## src/rtl/bcd_seq_conv.sv

```systemverilog
// bcd_seq_conv: iterative binary-to-BCD converter (shift-add-3, one operand bit per clock).
// An optional two's-complement mode converts the magnitude and reports the sign separately.
//
// Parameters:
//   WIDTH       binary operand width in bits (>= 2)
//   DIGITS      number of BCD output digits (>= 1); too few digits is reported through OVF
//   SIGNED_MODE 1 = B_IN is two's complement, 0 = unsigned
//
// Ports:
//   CLK      in   system clock, rising edge
//   RST_N    in   asynchronous active-low reset
//   START    in   conversion request, sampled only while idle
//   B_IN     in   binary operand, captured on the accepted START edge
//   BUSY     out  high while shifting and during the done cycle
//   DONE     out  one-cycle pulse when a result has been written
//   BCD_OUT  out  packed BCD result, digit 0 in [3:0], held between conversions
//   SIGN_OUT out  1 = negative operand (always 0 when SIGNED_MODE = 0)
//   OVF      out  1 = value did not fit in DIGITS digits (BCD_OUT holds value mod 10^DIGITS)
module bcd_seq_conv #(
    parameter int unsigned WIDTH       = 8,
    parameter int unsigned DIGITS      = 3,
    parameter bit          SIGNED_MODE = 1'b0
) (
    input  logic                  CLK,
    input  logic                  RST_N,
    input  logic                  START,
    input  logic [WIDTH-1:0]      B_IN,
    output logic                  BUSY,
    output logic                  DONE,
    output logic [4*DIGITS-1:0]   BCD_OUT,
    output logic                  SIGN_OUT,
    output logic                  OVF
);

    localparam int unsigned CntW = $clog2(WIDTH + 1);
    localparam int unsigned AccW = 4 * DIGITS;

    typedef enum logic [1:0] {StIdle, StShift, StDone} state_e;

    state_e            state_q, state_d;
    logic [WIDTH-1:0]  opnd_q, opnd_d;
    logic [AccW-1:0]   acc_q, acc_d;
    logic [CntW-1:0]   cnt_q, cnt_d;
    logic              sign_q, sign_d;
    logic              sticky_q, sticky_d;
    logic [AccW-1:0]   bcd_q, bcd_d;
    logic              sign_out_q, sign_out_d;
    logic              ovf_q, ovf_d;

    logic [AccW-1:0]   acc_adj;
    logic [AccW-1:0]   acc_shift;
    logic              carry_out;
    logic              neg_in;

    // Add-3 correction on every digit >= 5 so the following doubling carries correctly.
    always_comb begin
        acc_adj = acc_q;
        for (int i = 0; i < int'(DIGITS); i++) begin
            if (acc_q[4*i +: 4] >= 4'd5) begin
                acc_adj[4*i +: 4] = acc_q[4*i +: 4] + 4'd3;
            end
        end
    end

    // A 1 leaving the top digit is a carry worth 10^DIGITS: the result no longer fits.
    assign acc_shift = {acc_adj[AccW-2:0], opnd_q[WIDTH-1]};
    assign carry_out = acc_adj[AccW-1];

    assign neg_in = SIGNED_MODE && B_IN[WIDTH-1];

    always_comb begin
        state_d    = state_q;
        opnd_d     = opnd_q;
        acc_d      = acc_q;
        cnt_d      = cnt_q;
        sign_d     = sign_q;
        sticky_d   = sticky_q;
        bcd_d      = bcd_q;
        sign_out_d = sign_out_q;
        ovf_d      = ovf_q;

        unique case (state_q)
            StIdle: begin
                if (START) begin
                    // The most negative value negates to 2^(WIDTH-1), which is fine unsigned.
                    opnd_d   = neg_in ? (~B_IN + 1'b1) : B_IN;
                    sign_d   = neg_in;
                    acc_d    = '0;
                    sticky_d = 1'b0;
                    cnt_d    = CntW'(WIDTH);
                    state_d  = StShift;
                end
            end
            StShift: begin
                acc_d    = acc_shift;
                opnd_d   = {opnd_q[WIDTH-2:0], 1'b0};
                sticky_d = sticky_q | carry_out;
                cnt_d    = cnt_q - CntW'(1);
                if (cnt_q == CntW'(1)) begin
                    // Publish the result of this final iteration on the same edge.
                    bcd_d      = acc_shift;
                    sign_out_d = sign_q;
                    ovf_d      = sticky_q | carry_out;
                    state_d    = StDone;
                end
            end
            StDone: begin
                state_d = StIdle;
            end
            default: begin
                state_d = StIdle;
            end
        endcase
    end

    always_ff @(posedge CLK or negedge RST_N) begin
        if (!RST_N) begin
            state_q    <= StIdle;
            opnd_q     <= '0;
            acc_q      <= '0;
            cnt_q      <= '0;
            sign_q     <= 1'b0;
            sticky_q   <= 1'b0;
            bcd_q      <= '0;
            sign_out_q <= 1'b0;
            ovf_q      <= 1'b0;
        end else begin
            state_q    <= state_d;
            opnd_q     <= opnd_d;
            acc_q      <= acc_d;
            cnt_q      <= cnt_d;
            sign_q     <= sign_d;
            sticky_q   <= sticky_d;
            bcd_q      <= bcd_d;
            sign_out_q <= sign_out_d;
            ovf_q      <= ovf_d;
        end
    end

    assign BUSY     = (state_q != StIdle);
    assign DONE     = (state_q == StDone);
    assign BCD_OUT  = bcd_q;
    assign SIGN_OUT = sign_out_q;
    assign OVF      = ovf_q;

endmodule

```

## config.mk

```make
export PLATFORM = sky130hd
export DESIGN_NAME = bcd_seq_conv
export DESIGN_NICKNAME = d
export VERILOG_FILES = /design/src/rtl/bcd_seq_conv.sv
export SDC_FILE = /design/constraint.sdc
export NUM_CORES = 1
export LEC_CHECK = 0
export ABC_AREA = 0
export BUFFER_PORTS_ARGS = -buffer_cell sky130_fd_sc_hd__buf_4
export CAP_MARGIN = 10
export CORE_ASPECT_RATIO = 2
export CORE_MARGIN = 4
export CORE_UTILIZATION = 45
export CTS_BUF_LIST = sky130_fd_sc_hd__clkbuf_8
export CTS_CLUSTER_DIAMETER = 200
export DETAILED_ROUTE_END_ITERATION = 6
export PLACE_DENSITY_LB_ADDON = 0.2
export SLEW_MARGIN = 20
export SYNTH_ARGS = -nofsm -noshare
export SYNTH_HDL_FRONTEND = slang
export SYNTH_SLANG_ARGS = --single-unit
```

## constraint.sdc

```tcl
create_clock -name CLK -period 2.1 [get_ports CLK]
set_input_delay 0.105 -clock CLK [delete_from_list [all_inputs] [get_ports CLK]]
set_output_delay 0.105 -clock CLK [all_outputs]
set_load 0.02 [all_outputs]
```

==> metrics.csv, run 1 <==
metric,value,unit
outcome,"complete, no violations",
slew_headroom,0.4797,
die_area,0.005607,sq mm
drv_cap,0,
endpoint_kind,flop,
worst-path-buf-inv,1,
cts_resized,0,
nFillCells,412,
critPathSlowestCell,dfrtp_1,
r2r_setup_slack,0.45,ns
grt_use_total,0.1618,
critPathTopFamily,flip-flops,
worstPathArrival,1.86,ns
dr_total_vias,1455,
grt_pass1_vias,1466,
p_comb_frac,0.466,
fin_crit_sh,0.7849,
path_clk_slew,0.08,ns
crit_fanout,4,
clock_skew,0.008892,ns
drc_errors,0,
p_seq_frac,0.383,
ys_ff_latch,40,
htree_levels,2,
synthFlopType,dfrtp_1,
ys_seq_area_frac,0.5038,
route.antenna.remaining_nets,0,
syn-mean-instance-area,9.885,sq um
hold_depth,3,
async_flop_share,1.000,
finalMaxSlewViolations,0,
period_needed,1.648,ns
drive_above_1_share,0.2620,
diodes,0,
die_h,102.0,microns
cts_buffer_depth,2,
holdWs,0.08487,ns
viasPerCell,5.141,
die_w,54.99,microns
cpPeakStageDelay,0.42,ns
mappedNetlistArea,0.001987,sq mm
core_area,0.004297,sq mm
net-switching-power,1.486,mW
p_sw_frac,0.4129,
syn_inst,201,
antenna_found_initial,0,
cts_buffers,5,
dp_hpwl,2789,microns
final_nets,247,
synth-edff-count,0,
cts_root_buffer,clkbuf_8,
power_density,1549,mW/mm^2
rsz0062_at_grt,false,
start_util,0.4624,
place_area,0.002215,sq mm
synth_nets,220,
setup_viol,0,
cts_tree,done,
clock_sinks,40,
critPathLaunchType,flop,
p_leak,1.083,nW
hold_path_class,primary input to flop,
wl,3860,microns
first_pass_iters,4,
fmax,0.6067,GHz
synth.distinct_cells,35,
clock_latency,0.30,ns
io_buffer_count,25,
pwr-share-clk,0.151,
ios,27,
finalWeightedCongestion,0.7635,
internal_power,2.112,mW
rr_worst_depth,6,
postLayoutCellArea,0.002322,sq mm
hold_viol_final,0,
wl_per_cell,13.64,microns
multi_input_comb_area,889.6,sq um
finalPower,3.598,mW
grt_max_degree,41,
rows,34,
regArea,0.001001,sq mm
vdd_drop_max,0.0007333,V
ys_warn_count,0,
grt_pass1_wl,6589,microns
overflow,0,
path_class,flop to flop,
required,2.31,ns
drtIter0Drc,31,
cp.depth,6,
areaGrowthSynthToFinish,16.88,%
fin_setup_tns,0,ns
worstMarginPinSlew,0.7804,ns
cp_cell_sequence,inv_1 -> ha_1 -> nand2b_1 -> a21oi_1 -> mux2_2 -> o21ai_0,
[tightest hold or removal path, cell delays in order]
cell     delay (ns)
buf_4          0.07
a31oi_1        0.07
o21ai_1        0.10
[routing by layer]
metal / up-vias / global-route usage / part of all wire
met1: 684 / 0.1769 / 0.40
met5: - / 0 / 0
met3: 6 / 0.03650 / 0.043
met2: 29 / 0.2856 / 0.54
met4: 0 / 0.06742 / 0.020
li1: 736 / - / -
[timing repair]
item | CTS | global route
hold buffers | 1 | 0
setup buffers | 0 | 0
endpoints found under the hold margin | 40 | 0
[state kept, by name, indices dropped and copies added, names as in the netlist]
signal	cells
BCD_OUT	12
opnd_q	8
OVF	1
acc_q	12
sticky_q	1
cnt_q	4
state_q	2
[cell usage after synthesis (5+ instances only)]
cell / count / area (sq um)
o21ai_2: 10 / 87.58
dfrtp_1: 40 / 1001
inv_1: 8 / 30.03
ha_1: 8 / 100.1
a22o_1: 5 / 43.79
a21oi_1: 15 / 75.07
o21ai_0: 25 / 125.1
and3b_1: 7 / 61.31
nand2_1: 34 / 127.6
[cell families after synthesis]
logic type                 count (synthesis)  synth area share
AOI/OAI and AO/OA                         62            0.1921
buffers and inverters                     20           0.04848
muxes                                      4           0.02267
and+or+nand+nor                           63            0.1675
xor gates and xnor gates                   3           0.01323
other                                      1          0.001887
DFF                                       40            0.5038
adders and majority gates                  8           0.05038
[final timing paths]
path / start / endpoint
min in group asynchronous: RST_N / acc_q[0]$_DFFE_PN0P_
max in group asynchronous: RST_N / opnd_q[6]$_DFFE_PN0P_
hold / removal: B_IN[0] / opnd_q[0]$_DFFE_PN0P_
setup reg to reg: acc_q[8]$_DFFE_PN0P_ / acc_q[10]$_DFFE_PN0P_
hold reg to reg: BCD_OUT[10]$_DFFE_PN0P_ / BCD_OUT[10]$_DFFE_PN0P_
setup / recovery: acc_q[8]$_DFFE_PN0P_ / acc_q[10]$_DFFE_PN0P_
[per-stage QoR]
| step | util | cells | setup WS (ns) |
|---|---|---|---|
| floorplan | - | 201 | 0.6126 |
| global placement | 0.5154 | 274 | 0.4869 |
| detailed placement | 0.5154 | 274 | 0.4553 |
| CTS | 0.5405 | 283 | 0.4329 |
| global route | 0.5405 | 283 | 0.2920 |
| finish | 0.5405 | 283 | 0.4518 |
[layout by cell type, fill, tap and decap left out, types with 2 or more instances in the layout]
| cell | netlist | final |
|---|---|---|
| nor2b_1 | 2 | 2 |
| inv_1 | 8 | 8 |
| o21ai_2 | 10 | 10 |
| and3b_1 | 7 | 7 |
| xnor2_1 | 3 | 3 |
| mux2_2 | 4 | 4 |
| clkinvlp_4 | 0 | 2 |
| nand2_1 | 34 | 34 |
| a31oi_1 | 3 | 3 |
| o21ai_0 | 25 | 25 |
| buf_4 | 2 | 29 |
| a22o_1 | 5 | 5 |
| dfrtp_1 | 40 | 40 |
| ha_1 | 8 | 8 |
| nor3b_1 | 4 | 4 |
| clkbuf_8 | 0 | 6 |
| or3b_1 | 2 | 2 |
| a21oi_1 | 15 | 15 |
| nor2_1 | 4 | 4 |
| nand2b_1 | 3 | 3 |
[power by group through the flow]
| stage | Combinational, mW | Clock [mW] | Sequential, mW |
|---|---|---|---|
| finish | 1.68 | 0.544 | 1.38 |
| global route | 1.92 | 0.586 | 1.43 |
| CTS | 1.72 | 0.565 | 1.38 |
| detailed placement | 1.71 | 0 | 1.40 |
| global placement | 1.68 | 0 | 1.39 |
| floorplan | 1.13 | 0 | 1.46 |
[area by class of cell]
| class | instances | area share |
|---|---|---|
| sequential | 40 | 0.4310 |
| multi-input combinational | 141 | 0.3831 |
| timing repair buffer | 30 | 0.09806 |
| clock buffer | 6 | 0.03556 |
| tap | 54 | 0.02909 |
| inverter | 10 | 0.01670 |
| clock inverter | 2 | 0.006466 |
Power figures use the tool's default switching activity.
==> inputs of run 2 (changes only) <==
==> constraint.sdc (replaced) <==
create_clock -name CLK -period 1.7 [get_ports CLK]
set_input_delay 0.085 -clock CLK [delete_from_list [all_inputs] [get_ports CLK]]
set_output_delay 0.085 -clock CLK [all_outputs]
set_load 0.02 [all_outputs]
==> metrics.csv, run 2 (synthesis gave the netlist of run 1 again) <==
metric,value,unit
cp_cell_sequence,inv_1 -> ha_1 -> nand2b_1 -> a21oi_1 -> mux2_2 -> o21ai_0,
critPathTopFamily,flip-flops,
clock_latency,0.29,ns
die_w,54.99,microns
dr_total_vias,1521,
endpoint_kind,flop,
fin_setup_tns,0,ns
ios,27,
cts_tree,done,
finalWeightedCongestion,0.7594,
grt_max_degree,41,
diodes,0,
pwr-share-clk,0.180,
layout_common_cells,"dfrtp_1 (40), nand2_1 (34), buf_4 (31)",
drtIter0Drc,45,
wl_per_cell,13.88,microns
hold_viol_final,0,
cts_root_buffer,clkbuf_8,
setup_viol,0,
start_util,0.4624,
grt_pass1_wl,6775,microns
die_area,0.005607,sq mm
cts_buffers,5,
required,1.90,ns
path_class,flop to flop,
nFillCells,403,
htree_levels,2,
worstPathArrival,1.81,ns
rows,34,
antenna_found_initial,0,
drv_cap,0,
power_density,1972,mW/mm^2
critPathSlowestCell,dfrtp_1,
worstMarginPinSlew,0.5132,ns
slew_headroom,0.6579,
p_leak,1.113,nW
outcome,"complete, no violations",
holdWs,0.08544,ns
crit_fanout,4,
io_buffer_count,25,
dp_hpwl,2946,microns
drc_errors,0,
startpoint,acc_q[8]$_DFFE_PN0P_,
worst-path-buf-inv,1,
net-switching-power,1.841,mW
path_clk_slew,0.08,ns
rr_startpoint,acc_q[8]$_DFFE_PN0P_,
drive_above_1_share,0.2814,
p_seq_frac,0.368,
hold_path_class,primary input to flop,
clock_skew,0.009571,ns
critPathLaunchType,flop,
route.antenna.remaining_nets,0,
grt_pass1_vias,1544,
core_area,0.004297,sq mm
period_needed,1.611,ns
cts_buffer_depth,2,
grt_use_total,0.1629,
overflow,0,
fin_crit_sh,0.9474,
first_pass_iters,4,
internal_power,2.837,mW
die_h,102.0,microns
finalMaxSlewViolations,0,
min_from,B_IN[0],
fmax,0.6209,GHz
final_nets,249,
rsz0062_at_grt,false,
p_sw_frac,0.3936,
final_common_cell,dfrtp_1,
wl,3955,microns
viasPerCell,5.337,
clock_sinks,40,
areaGrowthSynthToFinish,19.40,%
cpPeakStageDelay,0.41,ns
p_comb_frac,0.452,
vdd_drop_max,0.001065,V
## run 2: cell count changes in the layout (fill, tap and decap cells not counted), sizes merged
cell      change
bufinv        +1
clkinvlp      -2
buf           +2
clkbuf        +1
## run 2: power groups by stage
stage               combinational (mW)  clock [mW]  sequential (mW)
floorplan                         1.40           0             1.80
global placement                  2.09           0             1.73
detailed placement                2.14           0             1.74
CTS                               2.15       0.863             1.72
global route                      2.40       0.893             1.78
finish                            2.11       0.842             1.72
## run 2: area by class of cell
| cell class | count | area (sq um) | area share |
|---|---|---|---|
| sequential | 40 | 1001 | 0.4219 |
| multi-input combinational | 141 | 895.9 | 0.3776 |
| timing repair buffer | 32 | 242.7 | 0.1023 |
| clock buffer | 7 | 96.34 | 0.04061 |
| tap | 54 | 67.56 | 0.02848 |
| inverter | 10 | 38.79 | 0.01635 |
| clock inverter | 1 | 30.03 | 0.01266 |
## run 2: worst min-delay path, delay by kind of cell
kind | cells | cell delay [ns]
compound gates | 2 | 0.17
buf+inv | 1 | 0.08
## run 2: worst paths after layout
check,slack (ns),end,depth (start not counted)
worst min-delay path,0.09,opnd_q[0]$_DFFE_PN0P_,3
worst max-delay path,0.09,acc_q[10]$_DFFE_PN0P_,6
worst max register to register,0.09,acc_q[10]$_DFFE_PN0P_,6
min in group asynchronous,0.30,BCD_OUT[1]$_DFFE_PN0P_,2
max in group asynchronous,1.02,opnd_q[4]$_DFFE_PN0P_,2
worst min register to register,0.48,BCD_OUT[0]$_DFFE_PN0P_,2
## run 2: through the flow
step	total power [mW]	utilization	cell area (sq um)	cells	setup slack (ns)
final	4.678	0.5521	2372	285	0.08939
after detailed placement	3.882	0.5189	2230	276	0.05267
after CTS	4.736	0.5507	2366	285	0.03475
after global routing	5.079	0.5521	2372	285	0.002689
after floorplan	3.206	-	1987	201	0.2126
after global placement	3.823	0.5189	2230	276	0.09447
## run 2: what timing repair did
item / 4_1_cts / 5_1_grt
setup buffers: 0 / 0
hold buffers: 1 / 0
resized for setup: 0 / 3
endpoints found under the hold margin: 40 / 0
endpoints found under the setup margin: 0 / 2
## run 2: routing by layer
layer	GRT usage	vias up	share of wire
met5	0	-	0
li1	-	747	-
met4	0.06742	0	0.021
met1	0.1834	727	0.40
met3	0.03358	9	0.045
met2	0.2847	38	0.53
